File: src/rtl/md_pad_responder.sv
// Six-button game pad responder: counts SELECT edges into a 3-bit phase and
// drives the active-low DB9 data lines with the button group for that phase.
module md_pad_responder #(
  parameter int TIMEOUT_CYCLES = 75000
) (
  input  logic        clk,
  input  logic        reset_n,
  input  logic        mdsel,
  input  logic [11:0] buttons,
  input  logic        mode6,
  output logic [5:0]  joy_out,
  output logic [2:0]  phase
);

  localparam logic [16:0] IDLE_MAX = 17'(TIMEOUT_CYCLES - 1);

  logic        sel_m_q, sel_m_d;
  logic        sel_s_q, sel_s_d;
  logic        sel_prev_q, sel_prev_d;
  logic [16:0] idle_q, idle_d;
  logic [2:0]  phase_q, phase_d;
  logic [5:0]  joy_q, joy_d;
  logic        sel_edge;
  logic        timeout;

  // Active-low pad word for a given phase; bit order {pin9,pin6,pin1,pin2,pin3,pin4}.
  function automatic logic [5:0] pad_word(input logic [2:0] ph, input logic [11:0] b,
                                          input logic six, input logic sel);
    logic m, s, z, y, x, c, bb, a, u, d, l, r;
    logic [5:0] w;
    {m, s, z, y, x, c, bb, a, u, d, l, r} = b;
    if (!six) begin
      w = sel ? {~c, ~bb, ~u, ~d, ~l, ~r} : {~s, ~a, ~u, ~d, 2'b00};
    end else begin
      case (ph)
        3'd1, 3'd3: w = {~s, ~a, ~u, ~d, 2'b00};
        3'd5:       w = {~s, ~a, 4'b0000};
        3'd6:       w = {~c, ~bb, ~z, ~y, ~x, ~m};
        3'd7:       w = {~s, ~a, 4'b1111};
        default:    w = {~c, ~bb, ~u, ~d, ~l, ~r};
      endcase
    end
    return w;
  endfunction

  always_comb begin
    sel_m_d    = mdsel;
    sel_s_d    = sel_m_q;
    sel_prev_d = sel_s_q;
    sel_edge   = sel_s_q ^ sel_prev_q;
    timeout    = (idle_q == IDLE_MAX);
    idle_d     = idle_q;
    phase_d    = phase_q;
    // An edge always beats the timeout; a timeout re-aligns phase parity to SELECT.
    if (sel_edge) begin
      idle_d  = '0;
      phase_d = phase_q + 3'd1;
    end else if (timeout) begin
      phase_d = {2'b00, ~sel_s_q};
    end else begin
      idle_d  = idle_q + 17'd1;
    end
    // Built from the next phase so the output register lands on the same edge as phase.
    joy_d = pad_word(phase_d, buttons, mode6, sel_s_q);
  end

  always_ff @(posedge clk or negedge reset_n) begin
    if (!reset_n) begin
      sel_m_q    <= 1'b1;
      sel_s_q    <= 1'b1;
      sel_prev_q <= 1'b1;
      idle_q     <= '0;
      phase_q    <= '0;
      joy_q      <= 6'h3F;
    end else begin
      sel_m_q    <= sel_m_d;
      sel_s_q    <= sel_s_d;
      sel_prev_q <= sel_prev_d;
      idle_q     <= idle_d;
      phase_q    <= phase_d;
      joy_q      <= joy_d;
    end
  end

  assign joy_out = joy_q;
  assign phase   = phase_q;

endmodule

File: config.mk
export PLATFORM = sky130hd
export DESIGN_NAME = md_pad_responder
export DESIGN_NICKNAME = d
export VERILOG_FILES = /design/src/rtl/md_pad_responder.sv
export SDC_FILE = /design/constraint.sdc
export NUM_CORES = 1
export LEC_CHECK = 0
export BUFFER_PORTS_ARGS = -buffer_cell sky130_fd_sc_hd__buf_2
export CAP_MARGIN = 20
export CORE_MARGIN = 2
export CORE_UTILIZATION = 59
export DETAILED_ROUTE_END_ITERATION = 8
export PLACE_DENSITY = 0.87
export SLEW_MARGIN = 20
export SYNTH_ARGS = -nofsm -noshare
export SYNTH_HDL_FRONTEND = slang
export SYNTH_SLANG_ARGS = --single-unit
File: constraint.sdc
create_clock -name clk -period 6.2 [get_ports clk]
set_input_delay 0.31 -clock clk [delete_from_list [all_inputs] [get_ports clk]]
set_output_delay 0.31 -clock clk [all_outputs]
set_load 0.01 [all_outputs]
# After elaboration in Yosys (flattened, before gate mapping)
# Cells that the tools add are included.
# W data, S select, Z words.
# classes
shift	0
eq_ne	7
addsub	2
reduce_logical	1
bitwise_logic	14
multipliers	0
n_div	0
n_mux	7
n_lt_le_gt_ge	0
# op_table
op	count
$mux W17	2
$pmux W6 S4	1
$add A17 B1 Y17 const B	1
$eq A17 B17 Y1 const B	1
$not A1 Y1	13
$mux W6	2
$eq A3 B3 Y1 const B	3
$mux W3	2
$add A3 B1 Y3 const B	1
$eq A3 B1 Y1 const B	1
$eq A3 B2 Y1 const B	1
$ne A2 B2 Y1 const B	1
$reduce_or A2 Y1	1
$xor A1 B1 Y1	1
# word_totals
rom_bits	0
reg_bits	29
ramBits	0
output_inout_bits	9
word_cells	37
latch_bits	0
memories	0

# Logic depth before layout (Yosys ltp)
# logic_depth
ltp_word	7
mapped_depth	8
ltp_nobuf	7

# Worst setup path after synthesis
# OpenSTA, ideal clock, no wires.
# synth_path
path_type	reg-to-reg
start	register idle_q[9]
end	register joy_q[4] (netlist: joy_out[4])
setup_slack_ns	4.125
path_buffers	0
stages_incl_launch_ff	6
arrival_time_ns	2.000
setup_time_ns	0.075
cell_sequence	dfrtp_1 > or4b_1 > or4_4 > a221o_2 > nand2_2 > mux2i_1
# synth_via
elab_chain_len	7
word_cells_on_any_way	11
classes_between	eq/ne: 6; mux: 4; reduce/logical: 1
# synth_rtl
element	line_no	source
start: declaration	20	logic [16:0] idle_q, idle_d;
start signal: assignment	79	idle_q <= idle_d;
$eq A17 B17 Y1 *	51	timeout = (idle_q == IDLE_MAX);
$mux W3 *	58	end else if (timeout) begin
$mux W3 *	55	if (sel_edge) begin
$eq A3 B1 Y1 or $eq A3 B2 Y1 (tied branches)	35	case (ph)
$reduce_or A2 Y1	35	
$pmux W6 S4 *	35	
$mux W6 *	32	if (!six) begin
net joy_d[4]	22	logic [5:0] joy_q, joy_d;
end signal: assignment	81	joy_q <= joy_d;
end: declaration	22	
# The timed path passes the listed nets; every way through them passes the cells marked *.
# A chain may end at the register's enable or synchronous reset.

# Final worst setup path
# Same ends and word-level chain as after synthesis.

==> key figures <==
CTS
  – CTS Buffer Depth: 2
  – Clock tree from TritonCTS: done
  – Setup bufs post-CTS: 0
  – Clk sinks: 29
  – H-tree depth: 2
  – Post_cts resized: 0
  – Total CTS buffers: 5
  – Cts-stage hold buffer count: 1
  – Clock Latency Late Sink: 0.33 ns
  – Clk root buf: clkbuf_4
  – Clock transition at path regs: 0.09 ns

Final layout
  – Fraction of layout cells with a size suffix above 1: 27.4%
  – Util after Layout: 70.9%
  – Ant. Diodes: 0
  – Nets: 196
  – Area delta synth->final: 13.1%

STA
  – RSZ-0062 raised after global routing: false
  – Slew at the pin closest to its max-slew limit: 0.727 ns
  – Final period util: 37.6%
  – Final Skew: 0.0126 ns
  – F_max: 0.429 GHz
  – Count of final setup violators: 0
  – Post-layout min period: 2.33 ns
  – Max Slew Vio Count: 0
  – Total negative slack: 0 ns
  – Fin. Hold Viols: 0
  – Slew HR: 51.1%

Synth
  – Syn Area/Cell: 10.3 µm²
  – YS warnings: 0
  – Mapped Cells: 151
  – EDFF count, synth: 0
  – Distinct cell type count after synthesis: 44
  – Register area share after synthesis: 47.5%
  – Syn Nets: 169
  – #FFs+latches synth: 29
  – Mapped Area: 0.00155 mm²
  – Post-synth ARST share: 100%
  – Synth Flop Type: dfrtp_1

Critical path
  – Slowest stage delay, CP: 0.55 ns
  – Startpoint Class: flop
  – CP endpoint kind: flop
  – Worst path cell trace: or4b_1, or4_4, a221o_2, nand2_2, mux2i_1
  – Crit path max-delay cell type: or4b_1
  – Crit path max fanout: 13
  – Crit path max-delay family: simple AND/OR/NAND/NOR gates
  – Critical Path RT: 6.45 ns
  – Worst Path Arrival: 2.58 ns
  – Worst Path Buf+Inv: 0
  – Setup CP Type: reg2reg

Place
  – IO Port Bufs: 24
  – Routability cong.: 0.864
  – Post-DP HPWL: 2310 µm

Die
  – Chip height: 55.3 µm
  – Row cnt: 18
  – Starting density of the core: 62.6%
  – Ports: 25
  – Chip width: 55.3 µm
  – Std-Cell Core Area: 0.00248 mm²
  – Full die area: 0.00306 mm²

GRT
  – Gr usage total: 24.3%
  – Initial antenna violation count: 0
  – First-pass GRT wire length: 5740 µm
  – Gr ovfl total: 0
  – Vias in the first global route: 1,229
  – Largest net degree at the start of global routing: 30

Drt
  – M1 WL: 1300 µm
  – Vias: 1,270
  – Routed wire length: 3200 µm
  – Drt first pass iters: 4
  – DRT iter0 DRCs: 36
  – Met3 WL post-DR: 238 µm
  – Post-DRT Antenna Nets: 0
  – DRC viols: 0
  – Routed met2 length: 1530 µm
  – WL/cell: 15.3 µm
  – Via/cell ratio: 6.08
  – Uppermost layer routed: met4

Pwr
  – PD cells: 287 mW/mm²
  – Final Power: 0.000504 W
  – Maximum VDD drop: 0.257 mV
  – Leakage: 0.761 nW

Min path
  – Hold/Removal Path Class: in2reg

Flow run
  – Max cap viols: 0

Outcome
  – Status: finished clean
cell usage in the layout (no fill, tap or decap), types with 3 or more instances in the layout:
cell	netlist	final
nor2_1	19	19
xnor2_1	8	8
and3_1	4	4
buf_2	0	24
mux2i_1	4	4
clkbuf_4	0	5
inv_1	6	6
dfrtp_1	20	20
dfstp_2	9	9
nand2_1	9	9
nand4_1	4	4
and2_1	3	3
xor2_1	10	10
a21oi_1	3	3
nor3_1	4	4
nand3_1	7	7
synth_stat cells, drive strengths merged (2+ instances only):
master	number	area share, %
a21oi	4	1.5
a31o	2	1.1
a31oi	2	0.81
a32oi	2	1.1
and2	3	1.2
and3	4	1.6
buf	3	1.2
clkbuf	3	0.73
dfrtp	20	32
dfstp	9	15
ha	2	1.6
inv	6	1.5
mux2i	4	2.6
nand2	10	2.6
nand3	7	2.3
nand3b	2	0.97
nand4	4	1.6
nand4bb	2	2.5
nor2	19	4.6
nor3	4	1.3
nor3b	2	0.97
o21ai	2	0.65
o22ai	2	0.81
xnor2	8	4.5
xor2	10	5.6
cell families after synthesis:
logic type / after synthesis / synth area share [%]
compound gates: 22 / 11.6
xor+xnor: 18 / 10.2
fa+ha+maj: 2 / 1.61
buf+inv: 12 / 3.39
flops: 29 / 47.5
mux: 4 / 2.58
simple gates: 64 / 23.1
where the power goes:
group	internal, W	switching [W]
Sequential	0.000219	0.0000252
Combinational	0.0000631	0.0000790
Clock	0.0000558	0.0000619
worst register-to-register path, cell delays in order, from the launching register on:
cell     delay, ns
dfrtp_1       0.41
or4b_1        0.55
or4_4         0.55
a221o_2       0.43
nand2_2       0.09
mux2i_1       0.21
final cells by class:
type,instances,area [µm²]
fill,192,722
inverter,6,22.5
timing repair buffer,26,138
multi-input combinational,110,762
clock buffer,8,58.8
sequential,29,737
tap,30,37.5
state kept, by name, summed over array words and instances (netlist names):
name,flops
joy_out,6
sel_m_q,1
sel_prev_d,1
sel_prev_q,1
idle_q,17
phase,3
path summary, 6_finish.rpt:
check                      startpoint         end  slack (ns)  depth (start not counted)
min reg2reg                   sel_m_q  sel_prev_d        0.36                          0
min in group asynchronous     reset_n   idle_q[9]        0.52                          2
max reg2reg                 idle_q[9]  joy_out[4]        3.87                          5
min                             mdsel     sel_m_q        0.08                          1
max in group asynchronous     reset_n  idle_q[15]        5.25                          2
max                         idle_q[9]  joy_out[4]        3.87                          5
per-stage QoR:
| step | hold slack, ns | std cells | area (µm²) | setup slack, ns |
|---|---|---|---|---|
| final | 0.0782 | 209 | 1760 | 3.87 |
| after global routing | 0.0515 | 209 | 1760 | 3.75 |
| after CTS | 0.0632 | 209 | 1760 | 3.88 |
| after detailed placement | 0.349 | 200 | 1690 | 3.92 |
| after global placement | 0.349 | 199 | 1680 | 3.98 |
| after floorplan | 0.0144 | 151 | 1550 | 4.13 |
per-layer routing:
metal | vias up | GRT usage, %
li1 | 593 | -
met5 | - | 0
met1 | 608 | 30.1
met4 | 0 | 13.6
met3 | 17 | 8.43
met2 | 52 | 37.1
Note: power is estimated with default switching activity, not from simulation.
